===== src/rtl/instr_prefetch_buffer.sv =====
// instr_prefetch_buffer
// Instruction-side front end that sits directly upstream of the fetch stage.
// It reads words from instruction memory over a req/ack handshake and queues
// each returned word, tagged with its PC, in a DEPTH-entry FIFO. The fetch
// stage pops from the head of that FIFO. A redirect from decode or execute
// empties the queue, restarts fetching at the new PC and throws away any read
// that is still in flight.
//
// Ports:
//   clk            in   rising-edge clock
//   rst            in   asynchronous active-high reset
//   redirect_valid in   flush and restart at redirect_pc
//   redirect_pc    in   new fetch PC (bits [1:0] are forced to zero)
//   deq_ready      in   fetch stage takes the head entry this cycle
//   instr_valid    out  FIFO is non-empty
//   instr          out  head instruction word (0 when empty)
//   instr_pc       out  PC of the head instruction (0 when empty)
//   mem_req        out  registered read request
//   mem_addr       out  registered, word-aligned read address
//   mem_ack        in   read data valid (only meaningful while mem_req=1)
//   mem_rdata      in   read data, valid with mem_ack
module instr_prefetch_buffer #(
  parameter int          DEPTH    = 4,
  parameter logic [31:0] RESET_PC = 32'h0000_0000
) (
  input  logic        clk,
  input  logic        rst,
  input  logic        redirect_valid,
  input  logic [31:0] redirect_pc,
  input  logic        deq_ready,
  output logic        instr_valid,
  output logic [31:0] instr,
  output logic [31:0] instr_pc,
  output logic        mem_req,
  output logic [31:0] mem_addr,
  input  logic        mem_ack,
  input  logic [31:0] mem_rdata
);

  localparam int PW = $clog2(DEPTH);
  localparam int CW = PW + 1;

  // IDLE: nothing outstanding; WAIT: outstanding read whose data is kept;
  // DROP: outstanding read whose data must be thrown away after a redirect.
  typedef enum logic [1:0] {
    IDLE,
    WAIT,
    DROP
  } state_e;

  state_e          state_q, state_d;
  logic [31:0]     fetch_pc_q, fetch_pc_d;
  logic            mem_req_q, mem_req_d;
  logic [31:0]     mem_addr_q, mem_addr_d;
  logic [PW-1:0]   rd_ptr_q, rd_ptr_d;
  logic [PW-1:0]   wr_ptr_q, wr_ptr_d;
  logic [CW-1:0]   count_q, count_d;

  logic [31:0]     data_mem [DEPTH];
  logic [31:0]     pc_mem   [DEPTH];

  logic            push;
  logic            pop;
  logic            space;
  logic [31:0]     redirect_pc_aligned;
  logic [31:0]     fetch_pc_inc;

  assign redirect_pc_aligned = redirect_pc & 32'hFFFF_FFFC;
  assign fetch_pc_inc        = fetch_pc_q + 32'd4;

  // A redirect outranks both push and pop: the queue is emptied and the head
  // is not consumed, and any word arriving in that same cycle is dropped.
  assign pop  = (count_q != '0) && deq_ready && !redirect_valid;
  assign push = (state_q == WAIT) && mem_ack && !redirect_valid;

  // FIFO occupancy and pointers for next cycle. Pointers are PW bits wide
  // so they wrap modulo DEPTH on their own.
  always_comb begin
    count_d  = count_q;
    rd_ptr_d = rd_ptr_q;
    wr_ptr_d = wr_ptr_q;
    if (redirect_valid) begin
      count_d  = '0;
      rd_ptr_d = '0;
      wr_ptr_d = '0;
    end else begin
      count_d = count_q + CW'(push) - CW'(pop);
      if (push) wr_ptr_d = wr_ptr_q + 1'b1;
      if (pop)  rd_ptr_d = rd_ptr_q + 1'b1;
    end
  end

  // A new read may only be launched if, after this cycle's push/pop, the
  // slot it will fill is still free. Because the previous read has already
  // been pushed (or was never outstanding) when we launch, this reduces to a
  // strict check on next-cycle occupancy.
  assign space = (count_d < CW'(DEPTH));

  // Next-state and memory-request logic.
  always_comb begin
    state_d    = state_q;
    fetch_pc_d = fetch_pc_q;
    mem_req_d  = mem_req_q;
    mem_addr_d = mem_addr_q;
    unique case (state_q)
      IDLE: begin
        if (redirect_valid) begin
          fetch_pc_d = redirect_pc_aligned;
        end else if (space) begin
          state_d    = WAIT;
          mem_req_d  = 1'b1;
          mem_addr_d = fetch_pc_q;
        end
      end
      WAIT: begin
        if (redirect_valid) begin
          fetch_pc_d = redirect_pc_aligned;
          if (mem_ack) begin
            state_d   = IDLE;
            mem_req_d = 1'b0;
          end else begin
            // Request must stay stable until acked, so keep mem_req/mem_addr
            // and just remember that the data is no longer wanted.
            state_d = DROP;
          end
        end else if (mem_ack) begin
          fetch_pc_d = fetch_pc_inc;
          if (space) begin
            mem_addr_d = fetch_pc_inc;
          end else begin
            state_d   = IDLE;
            mem_req_d = 1'b0;
          end
        end
      end
      DROP: begin
        if (redirect_valid) begin
          fetch_pc_d = redirect_pc_aligned;
        end
        if (mem_ack) begin
          state_d   = IDLE;
          mem_req_d = 1'b0;
        end
      end
      default: begin
        state_d   = IDLE;
        mem_req_d = 1'b0;
      end
    endcase
  end

  // Control registers; reset is asynchronous so mem_req drops immediately.
  always_ff @(posedge clk or posedge rst) begin
    if (rst) begin
      state_q    <= IDLE;
      fetch_pc_q <= RESET_PC & 32'hFFFF_FFFC;
      mem_req_q  <= 1'b0;
      mem_addr_q <= '0;
      rd_ptr_q   <= '0;
      wr_ptr_q   <= '0;
      count_q    <= '0;
    end else begin
      state_q    <= state_d;
      fetch_pc_q <= fetch_pc_d;
      mem_req_q  <= mem_req_d;
      mem_addr_q <= mem_addr_d;
      rd_ptr_q   <= rd_ptr_d;
      wr_ptr_q   <= wr_ptr_d;
      count_q    <= count_d;
    end
  end

  // FIFO storage needs no reset: entries are only visible while count_q > 0.
  always_ff @(posedge clk) begin
    if (push) begin
      data_mem[wr_ptr_q] <= mem_rdata;
      pc_mem[wr_ptr_q]   <= fetch_pc_q;
    end
  end

  assign instr_valid = (count_q != '0);
  assign instr       = instr_valid ? data_mem[rd_ptr_q] : 32'd0;
  assign instr_pc    = instr_valid ? pc_mem[rd_ptr_q]   : 32'd0;
  assign mem_req     = mem_req_q;
  assign mem_addr    = mem_addr_q;

endmodule


===== config.mk =====
export PLATFORM = sky130hd
export DESIGN_NAME = instr_prefetch_buffer
export DESIGN_NICKNAME = d
export VERILOG_FILES = /design/src/rtl/instr_prefetch_buffer.sv
export SDC_FILE = /design/constraint.sdc
export NUM_CORES = 1
export LEC_CHECK = 0
export BUFFER_PORTS_ARGS = -buffer_cell sky130_fd_sc_hd__buf_2
export CORE_MARGIN = 2
export CORE_UTILIZATION = 40
export CTS_CLUSTER_DIAMETER = 150
export DETAILED_ROUTE_END_ITERATION = 7
export GPL_ROUTABILITY_DRIVEN = 0
export SLEW_MARGIN = 40
export SYNTH_ARGS = -nofsm -noshare
export SYNTH_HDL_FRONTEND = slang
export SYNTH_SLANG_ARGS = --single-unit

===== constraint.sdc =====
create_clock -name clk -period 6.4 [get_ports clk]
set_input_delay 1.92 -clock clk [delete_from_list [all_inputs] [get_ports clk]]
set_output_delay 1.92 -clock clk [all_outputs]
set_load 0.03 [all_outputs]

# ---- Yosys cells after proc, flatten, opt, wreduce, memory -nomap -nowiden
# Memory sizes are Yosys's and may differ from the RTL's.
# Index checks and enable logic that the tools add are counted.
dict set report op_classes {
  n_addsub 5
  magnitude_cmp 1
  n_eq_ne 11
  n_mux 34
  n_reduce_logical 16
}
# cell n
set op_table {}
lappend op_table {{two-way mux 32 bit} 10}
lappend op_table {{one-hot mux 32 bit (2 select lines)} 2}
lappend op_table {{adder 32 x 3 -> 32 bit, second input constant} 1}
lappend op_table {{two-way mux 2 bit} 11}
lappend op_table {{inequality test 2 bit, second input constant} 6}
lappend op_table {{two-way mux 1 bit} 8}
lappend op_table {{nonzero test 2 bit} 4}
lappend op_table {{inequality test 3 bit, second input constant} 2}
lappend op_table {{one-hot mux 2 bit (3 select lines)} 1}
lappend op_table {{AND reduction 6 bit} 1}
lappend op_table {{AND reduction 5 bit} 1}
lappend op_table {{adder 2 x 1 -> 2 bit, second input constant} 2}
lappend op_table {{logical AND 1 bit} 4}
lappend op_table {{AND reduction 4 bit} 1}
lappend op_table {{adder 3 x 1 -> 3 bit} 1}
lappend op_table {{< comparator 3 bit, second input constant} 1}
lappend op_table {{two-way mux 3 bit} 1}
lappend op_table {{one-hot mux 1 bit (3 select lines)} 1}
lappend op_table {{AND reduction 3 bit} 1}
lappend op_table {{nonzero test 3 bit} 1}
lappend op_table {{subtractor 3 x 1 -> 3 bit} 1}
lappend op_table {{equality test 2 x 1 -> 1 bit, second input constant} 1}
lappend op_table {{equality test 2 bit, second input constant} 1}
lappend op_table {{zero test 2 bit} 1}
lappend op_table {{other kinds (3)} 3}
dict set report word_totals {
  regBits 74
  mem_bits_rw 256
  inputBits 69
  output_inout_bits 98
  word_cells 76
  n_memories 2
}
# memory depth width rd rd_ports_with_merged_regs write_ports line_no
set mem_list {}
lappend mem_list {data_mem 4 32 1 0 1 59} ;# logic [31:0] data_mem [DEPTH];
lappend mem_list {pc_mem 4 32 1 0 1 60} ;# logic [31:0] pc_mem [DEPTH];

# ---- Longest topological paths before layout
# Gate-level depths: netlist of the first run.
dict set report logic_depth {
  ltp_word 11
  depth_mapped 18
  mapped_depth_nobuf 13
}

# ---- Worst setup path before layout of the first run
# No wires, ideal clock.
dict set report synth_path {
  kind {input-to-reg}
  startpoint {in redirect_valid}
  endpoint {reg mem_addr_q[22] (netlist: mem_addr[22])}
  t_arrival_ns 5.125
  required_time_ns 6.279
  slack_ns 1.154
  path_stages 17
  n_path_buf 5
  cell_sequence {clkbuf_1 -> a21oi_1 -> nor2_1 -> clkbuf_1 -> clkbuf_1 -> nand2_1 -> ha_1 -> inv_1 -> ha_1 -> inv_1 -> fa_1 -> xnor2_1 -> xnor2_1 -> or4_4 -> buf_6 -> buf_6 -> a22o_1}
}
dict set report synth_between {
  elab_chain_len 8
  elab_cells_between_ends 12
  classes_between {2 x add/sub; 1 x order compare; 4 x eq/ne; 1 x mux; 4 x reduce/logical}
}
# item line_no
set synth_rtl {}
lappend synth_rtl {{start: declaration} 28} ;# input logic redirect_valid,
lappend synth_rtl {{zero test 1 bit} {73, 74}}
lappend synth_rtl {{logical AND 1 bit} 74} ;# assign push = (state_q == WAIT) && mem_ack && !redirect_valid;
lappend synth_rtl {{adder 3 x 1 -> 3 bit} 87} ;# count_d = count_q + CW'(push) - CW'(pop);
lappend synth_rtl {{subtractor 3 x 1 -> 3 bit} 87}
lappend synth_rtl {{two-way mux 3 bit} 82} ;# if (redirect_valid) begin
lappend synth_rtl {{< comparator 3 bit} 97} ;# assign space = (count_d < CW'(DEPTH));
lappend synth_rtl {{inequality test 2 bit (no source line)} n/a}
lappend synth_rtl {{AND reduction 6 bit (no source line) *} n/a}
lappend synth_rtl {{end signal: assignment} 166} ;# mem_addr_q <= mem_addr_d;
lappend synth_rtl {{end: declaration} 54} ;# logic [31:0] mem_addr_q, mem_addr_d;
# Every way passes the cells marked *; elsewhere a longest branch is shown, timed or not.
# A chain may end at the register's enable or synchronous reset.

# ---- Final worst setup path of the first run
dict set report layout_path {
  startpoint {reg rd_ptr_q[0]}
  endpoint {out instr_pc[20]}
}
dict set report layout_between {
  elab_chain_len 2
}
# item line_no
set layout_rtl {}
lappend layout_rtl {{start: declaration} 55} ;# logic [PW-1:0] rd_ptr_q, rd_ptr_d;
lappend layout_rtl {{start signal: assignment} 167} ;# rd_ptr_q <= rd_ptr_d;
lappend layout_rtl {{memory read (4 x 32 bit)} n/a}
lappend layout_rtl {{two-way mux 32 bit} 183} ;# assign instr_pc = instr_valid ? pc_mem[rd_ptr_q] : 32'd0;
lappend layout_rtl {{end: declaration} 33} ;# output logic [31:0] instr_pc,
# No other way between the ends.

==> key figures, run 1 <==
Worst setup path
  – CP max stage cell: dfrtp_4
  – Startpoint types: register
  – CP max FO: 24
  – Crit Path Class: register to output port
  – Buf/Inv on CP: 3
  – Slowest stage delay, CP: approximately 700 ps
  – Crit end category: output port
  – CP arrival: 2740 ps
  – Crit-path cells: buf_12 -> buf_4 -> mux4_2 -> and2_1 -> buf_2
  – CP top delay family: buffers and inverters
  – CP required: between 4000 and 5000 ps

Hold path
  – Hold Path Class: register to register

Global routing
  – Pin count of the biggest net entering global routing: 66
  – GRT Util Overall: 0.180
  – First-pass GRT wire length: roughly 50000 microns
  – Overflow left after global routing: 0
  – Initial antenna violation count: 0
  – Vias in the first global route: 8191

CTS
  – Clock transition at path regs: 60 ps
  – Clk buf depth: 3
  – Post-CTS Setup Repair Bufs: 0
  – CTS tree: done
  – TritonCTS Sinks: 318
  – Post-cts resize count: 0
  – CTS Buf Count: 36
  – Clock Latency Late Sink: 500 ps
  – CTS root buf: clkbuf_16
  – Hold Buf Count CTS: 0
  – CTS H-tree depth: 2

Yosys
  – Syn_area_per_cell: 15.3 sq um
  – Largest cells by area after synthesis: edfxtp_1 (55%), dfrtp_1 (13%), mux4_2 (10%)
  – Top FF cell, synth: edfxtp_1
  – Post-synth top area cell: edfxtp_1
  – Sequential fraction of the synthesis area: 0.676
  – Syn. warnings: 0
  – Post-synth EDFFs: 248
  – Post-Syn Area: 13600 sq um
  – Yosys top cell area share: 0.547
  – Cells after Synth: 891
  – Yosys cell types: 62
  – #FFs+latches synth: 318
  – FFs w/ async S/R, synth: 0.220

Drt
  – Detailed Route Iter0 Violations: 636
  – Drt wl/cell: a little over 20 microns
  – Detailed Routing Iterations Pass 1: 7
  – Final wirelength: 31500 microns
  – DR DRC count: 0
  – Vias: 8123
  – Post-DR vias/cell: 5.35
  – ANT nets after route: 0

STA
  – Slew @ Worst Pin: 797 ps
  – Setup TNS: 0 ps
  – Fmax: about 210 MHz
  – Final setup fails: 0
  – Max Clock Skew: 12.4 ps
  – Min cycle time layout: around 4700 ps
  – Final slew viol count: 0
  – Post-route clock period utilization: 0.729
  – Unrepaired setup endpoints after global routing: false
  – Max_slew headroom: 0.468
  – Final hold violations: 0

Die
  – Row Count: 67
  – Initial Utilization: 0.406
  – Die Width: 188 microns
  – Die height: 188 microns
  – Boundary Pins: 167
  – Die area: 35500 sq um
  – Core area: about 34000 sq um

Place
  – # port buffers: 160
  – Dpl hpwl: 19400 microns

Final layout
  – Layout cells sized above 1: 0.293
  – Commonest non-fill, non-tap cell in the layout: edfxtp_1
  – Most frequent cells in the layout: edfxtp_1 (248), buf_2 (160), dfrtp_1 (68), and2_1 (64), mux4_2 (62)
  – Area grow syn2layout: 17.2%
  – Antenna cells: 0
  – Nets: 1122
  – Util after Layout: 0.475

Flow run
  – Max-cap check violation count: 0

Power and ir drop
  – Max IR drop VDD: 0.000364 V
  – Pwr Density: roughly 460 nW/um^2
  – Leak Pwr: 5.75 nW

Run status
  – Run status: complete, no violations
-- stage by stage --
step | std cells | instance area, sq um | hold slack [ps] | setup slack (ps) | power [mW]
after floorplan | 894 | 13600 | 471 | 1150 | 4.81
after global placement | 1452 | 14800 | 461 | 1280 | 5.57
after detailed placement | 1453 | 14900 | 466 | 1250 | 5.62
after CTS | 1516 | 15900 | 479 | 1650 | 7.49
after global routing | 1518 | 15900 | 507 | 1440 | 7.82
final | 1518 | 15900 | 473 | 1740 | 7.40
-- synth_stat cells (6+ instances only) --
master / n
a21oi_1: 32
a31oi_1: 13
nor2_1: 48
clkbuf_1: 36
and2_1: 64
nand2_1: 55
a2bb2oi_1: 8
buf_2: 15
nor3_1: 6
buf_1: 6
nand3_1: 25
o22a_1: 6
nand4_1: 10
o21ai_0: 44
and3_1: 12
o22ai_1: 6
xor2_1: 9
edfxtp_1: 248
xnor2_1: 14
ha_1: 7
mux4_2: 62
inv_1: 13
dfrtp_1: 70
-- kinds of logic after synthesis --
| family | synth area share |
|---|---|
| adders and majority gates | 0.00791 |
| and+or+nand+nor | 0.102 |
| other | 0.000276 |
| muxes | 0.106 |
| DFF | 0.676 |
| AOI/OAI and AO/OA | 0.0679 |
| xor gates and xnor gates | 0.0148 |
| buffers and inverters | 0.0258 |
-- tightest hold or removal path: stages, from the launching register on --
cell	delay (ps)
dfrtp_1	340
nand2_1	40
o21ai_0	50
-- final timing paths --
path	startpoint	to	slack, ps	cells after the start
max reg2reg	count_q[1]	mem_addr[30]	2320	13
min reg2reg	mem_addr[8]	mem_addr[8]	470	2
min	mem_addr[8]	mem_addr[8]	470	2
max in group asynchronous	rst	rd_ptr_q[1]	3970	3
max	rd_ptr_q[0]	instr_pc[20]	1740	5
min in group asynchronous	rst	mem_addr[16]	1480	2
-- flip-flops by register name, indices dropped and copies added, names as in the netlist --
| register | flops |
|---|---|
| pc_mem | 120 |
| mem_addr | 30 |
| fetch_pc_q | 30 |
| state_q | 2 |
| rd_ptr_q | 2 |
| data_mem | 128 |
| count_q | 3 |
| mem_req | 1 |
| wr_ptr_q | 2 |
-- final cells by class --
| class | count | area (sq um) |
|---|---|---|
| multi-input combinational | 497 | 4100 |
| clock buffer | 51 | 988 |
| inverter | 13 | 50.0 |
| timing repair buffer | 179 | 981 |
| tap | 448 | 561 |
| sequential | 318 | 9200 |
| fill | 2989 | 17600 |
| clock inverter | 12 | 61.3 |
-- layer usage --
metal	track usage	part of all wire	up-vias
met5	0	0	-
met4	0.0490	0.021	0
met3	0.0294	0.057	48
met2	0.284	0.47	257
met1	0.260	0.45	4101
li1	-	-	3717
-- power by group --
part / switching, mW / total (mW) / internal, mW
logic: 1.59 / 2.51 / 0.915
registers: 0.429 / 3.04 / 2.61
clock network: 0.777 / 1.85 / 1.07
total: 2.80 / 7.40 / 4.60
No activity file was read; power rests on OpenSTA's default activity.
==> run 2: changes to the inputs <==
clock period = 4.88 ns   (was 6.4 ns; I/O delays follow)
==> run 2 against run 1 <==
Compared with the run above: wire length down 0.89%; non-clock buffer count grew 1; largest power group unchanged; utilization increased by 0.38 points; global-route usage down 0.39 points; cell count is 0.13% lower; critical endpoint is now mem_addr[30]; clock-buffer cell count down 4.
==> key figures, run 2 (same netlist as run 1, synthesis figures left out) <==
Run status
  – Run status: complete, no violations

CTS
  – CTS tree: done
  – Post-CTS Setup Repair Bufs: 0
  – Hold Buf Count CTS: 0
  – CTS root buf: clkbuf_16
  – TritonCTS Sinks: roughly 320
  – Clock transition at path regs: 60 ps
  – CTS H-tree depth: 2
  – Clock Latency Late Sink: ~500 ps
  – CTS Buf Count: 35
  – Clk buf depth: 3
  – Post-cts resize count: 0

Place
  – # port buffers: 160
  – Post-DP Area: 15000 sq um
  – Dpl hpwl: just under 20000 microns

Final layout
  – Layout cells sized above 1: 0.297
  – Nets: between 1000 and 1500
  – Final instance area: 16100 sq um
  – Largest registers: data_mem: 128 flops, pc_mem: 120 flops
  – Max reg flops: 128
  – Most frequent cells in the layout: edfxtp_1 (248), buf_2 (160), dfrtp_1 (68), and2_1 (64), mux4_2 (62)
  – Commonest non-fill, non-tap cell in the layout: edfxtp_1
  – Top reg by flops: data_mem
  – Fill count: roughly 2900
  – Antenna cells: 0
  – Area grow syn2layout: 18.1%

Power and ir drop
  – Switching share of power: 0.374
  – Pint: 6.16 mW
  – Combinational power share: 0.338
  – Sequential share of power: 0.404
  – Max IR drop VDD: around 0.00042 V
  – Clock share of power: 0.258
  – Leak Pwr: 5.81 nW
  – Pwr Density: 612 nW/um^2
  – P_sw: around 3.7 mW

Worst setup path
  – CP required: 5290 ps
  – CP arrival: 4420 ps
  – CP top delay family: simple AND/OR/NAND/NOR gates
  – Startpoint types: primary input
  – Worst R2R Start: state_q[0]
  – Slowest stage delay, CP: 790 ps
  – Buf/Inv on CP: 3
  – Worst Reg-to-Reg Cells: 13
  – Crit end category: register
  – Worst R2R End: mem_addr[30]
  – CP max stage cell: or4_4
  – Reg2reg setup slack: 1210 ps
  – CP max FO: 56
  – Crit Path Class: primary input to register
  – Crit-path cells: buf_2 -> a21oi_1 -> nor2_1 -> nand2_1 -> ha_1 -> inv_1 -> ha_1 -> inv_1 -> fa_1 -> xnor2_1 -> xnor2_1 -> or4_4 -> o41ai_2

STA
  – Final hold violations: 0
  – Slew @ Worst Pin: just over 700 ps
  – Hold Slack: 489 ps
  – Max_slew headroom: 0.518
  – Fmax: 249 MHz
  – Final setup fails: 0
  – Max Clock Skew: 18.0 ps
  – Post-route clock period utilization: 0.822
  – Unrepaired setup endpoints after global routing: false
  – Min cycle time layout: 4010 ps
  – Final slew viol count: 0
  – Setup TNS: 0 ps

Drt
  – ANT nets after route: 0
  – DR DRC count: 0
  – Detailed Route Iter0 Violations: 670
  – Detailed Routing Iterations Pass 1: 8
  – Vias: slightly above 8000
  – Final wirelength: 31300 microns
  – Post-DR vias/cell: between 5 and 6
  – Drt wl/cell: 20.6 microns

Global routing
  – GRT Util Overall: 0.176
  – Overflow left after global routing: 0
  – Vias in the first global route: 8065
  – Initial antenna violation count: 0
  – Pin count of the biggest net entering global routing: 65
  – First-pass GRT wire length: 48200 microns

Hold path
  – WHS Path Cells: 2
  – Hold Path Class: register to register
  – Hold Path End: mem_addr[4]
  – Hold path start: mem_addr[4]

Die
  – Die height: between 150 and 200 microns
  – Initial Utilization: 0.406
  – Boundary Pins: between 150 and 200
  – Die Width: 188 microns
  – Row Count: 67
  – Die area: 35500 sq um
  – Core area: ~34000 sq um

Flow run
  – Max-cap check violation count: 0
-- run 2: worst max path at each step --
stage	from	to	slack, ps	cells after the start
detailed placement	redirect_valid	mem_addr[30]	330	13
finish	redirect_valid	mem_addr[30]	870	13
global route	redirect_valid	mem_addr[22]	600	14
CTS	rd_ptr_q[0]	instr[0]	830	4
global placement	redirect_valid	mem_addr[30]	390	13
floorplan	redirect_valid	mem_addr[22]	90	17
-- run 2: final cells by class --
cell class | count | area (sq um) | area share
inverter | 13 | 51.3 | 0.00319
multi-input combinational | 497 | 4100 | 0.255
tap | 448 | 561 | 0.0349
timing repair buffer | 180 | 1050 | 0.0654
sequential | 318 | 9200 | 0.573
clock buffer | 47 | 1010 | 0.0631
clock inverter | 13 | 91.3 | 0.00568
-- run 2: power groups by stage --
stage,sequential (mW),clock [mW],combinational (mW)
after CTS,3.97,2.60,3.38
after global routing,4.05,2.71,3.61
final,3.97,2.53,3.33
after global placement,4.01,0,3.34
after floorplan,3.98,0,2.34
after detailed placement,4.02,0,3.37
-- run 2: worst min-delay path: stages (launching register included) --
cell and delay [ps]:
dfrtp_1 350, nand2_1 50, o21ai_0 60
-- run 2: per-layer routing --
metal | track usage | vias up | wire length, microns | share of wire
met3 | 0.0358 | 56 | 1920 | 0.061
li1 | - | 3723 | - | -
met5 | 0 | - | 0 | 0
met1 | 0.255 | 4108 | 14500 | 0.46
met4 | 0.0484 | 0 | 664 | 0.021
met2 | 0.272 | 256 | 14200 | 0.45
-- run 2: through the flow --
step	util	setup WS, ps	power, mW	instances
global placement	0.446	386	7.35	1456
floorplan	-	90.1	6.31	894
detailed placement	0.446	334	7.40	1456
global route	0.479	602	10.4	1516
CTS	0.479	835	9.95	1516
finish	0.479	869	9.83	1516
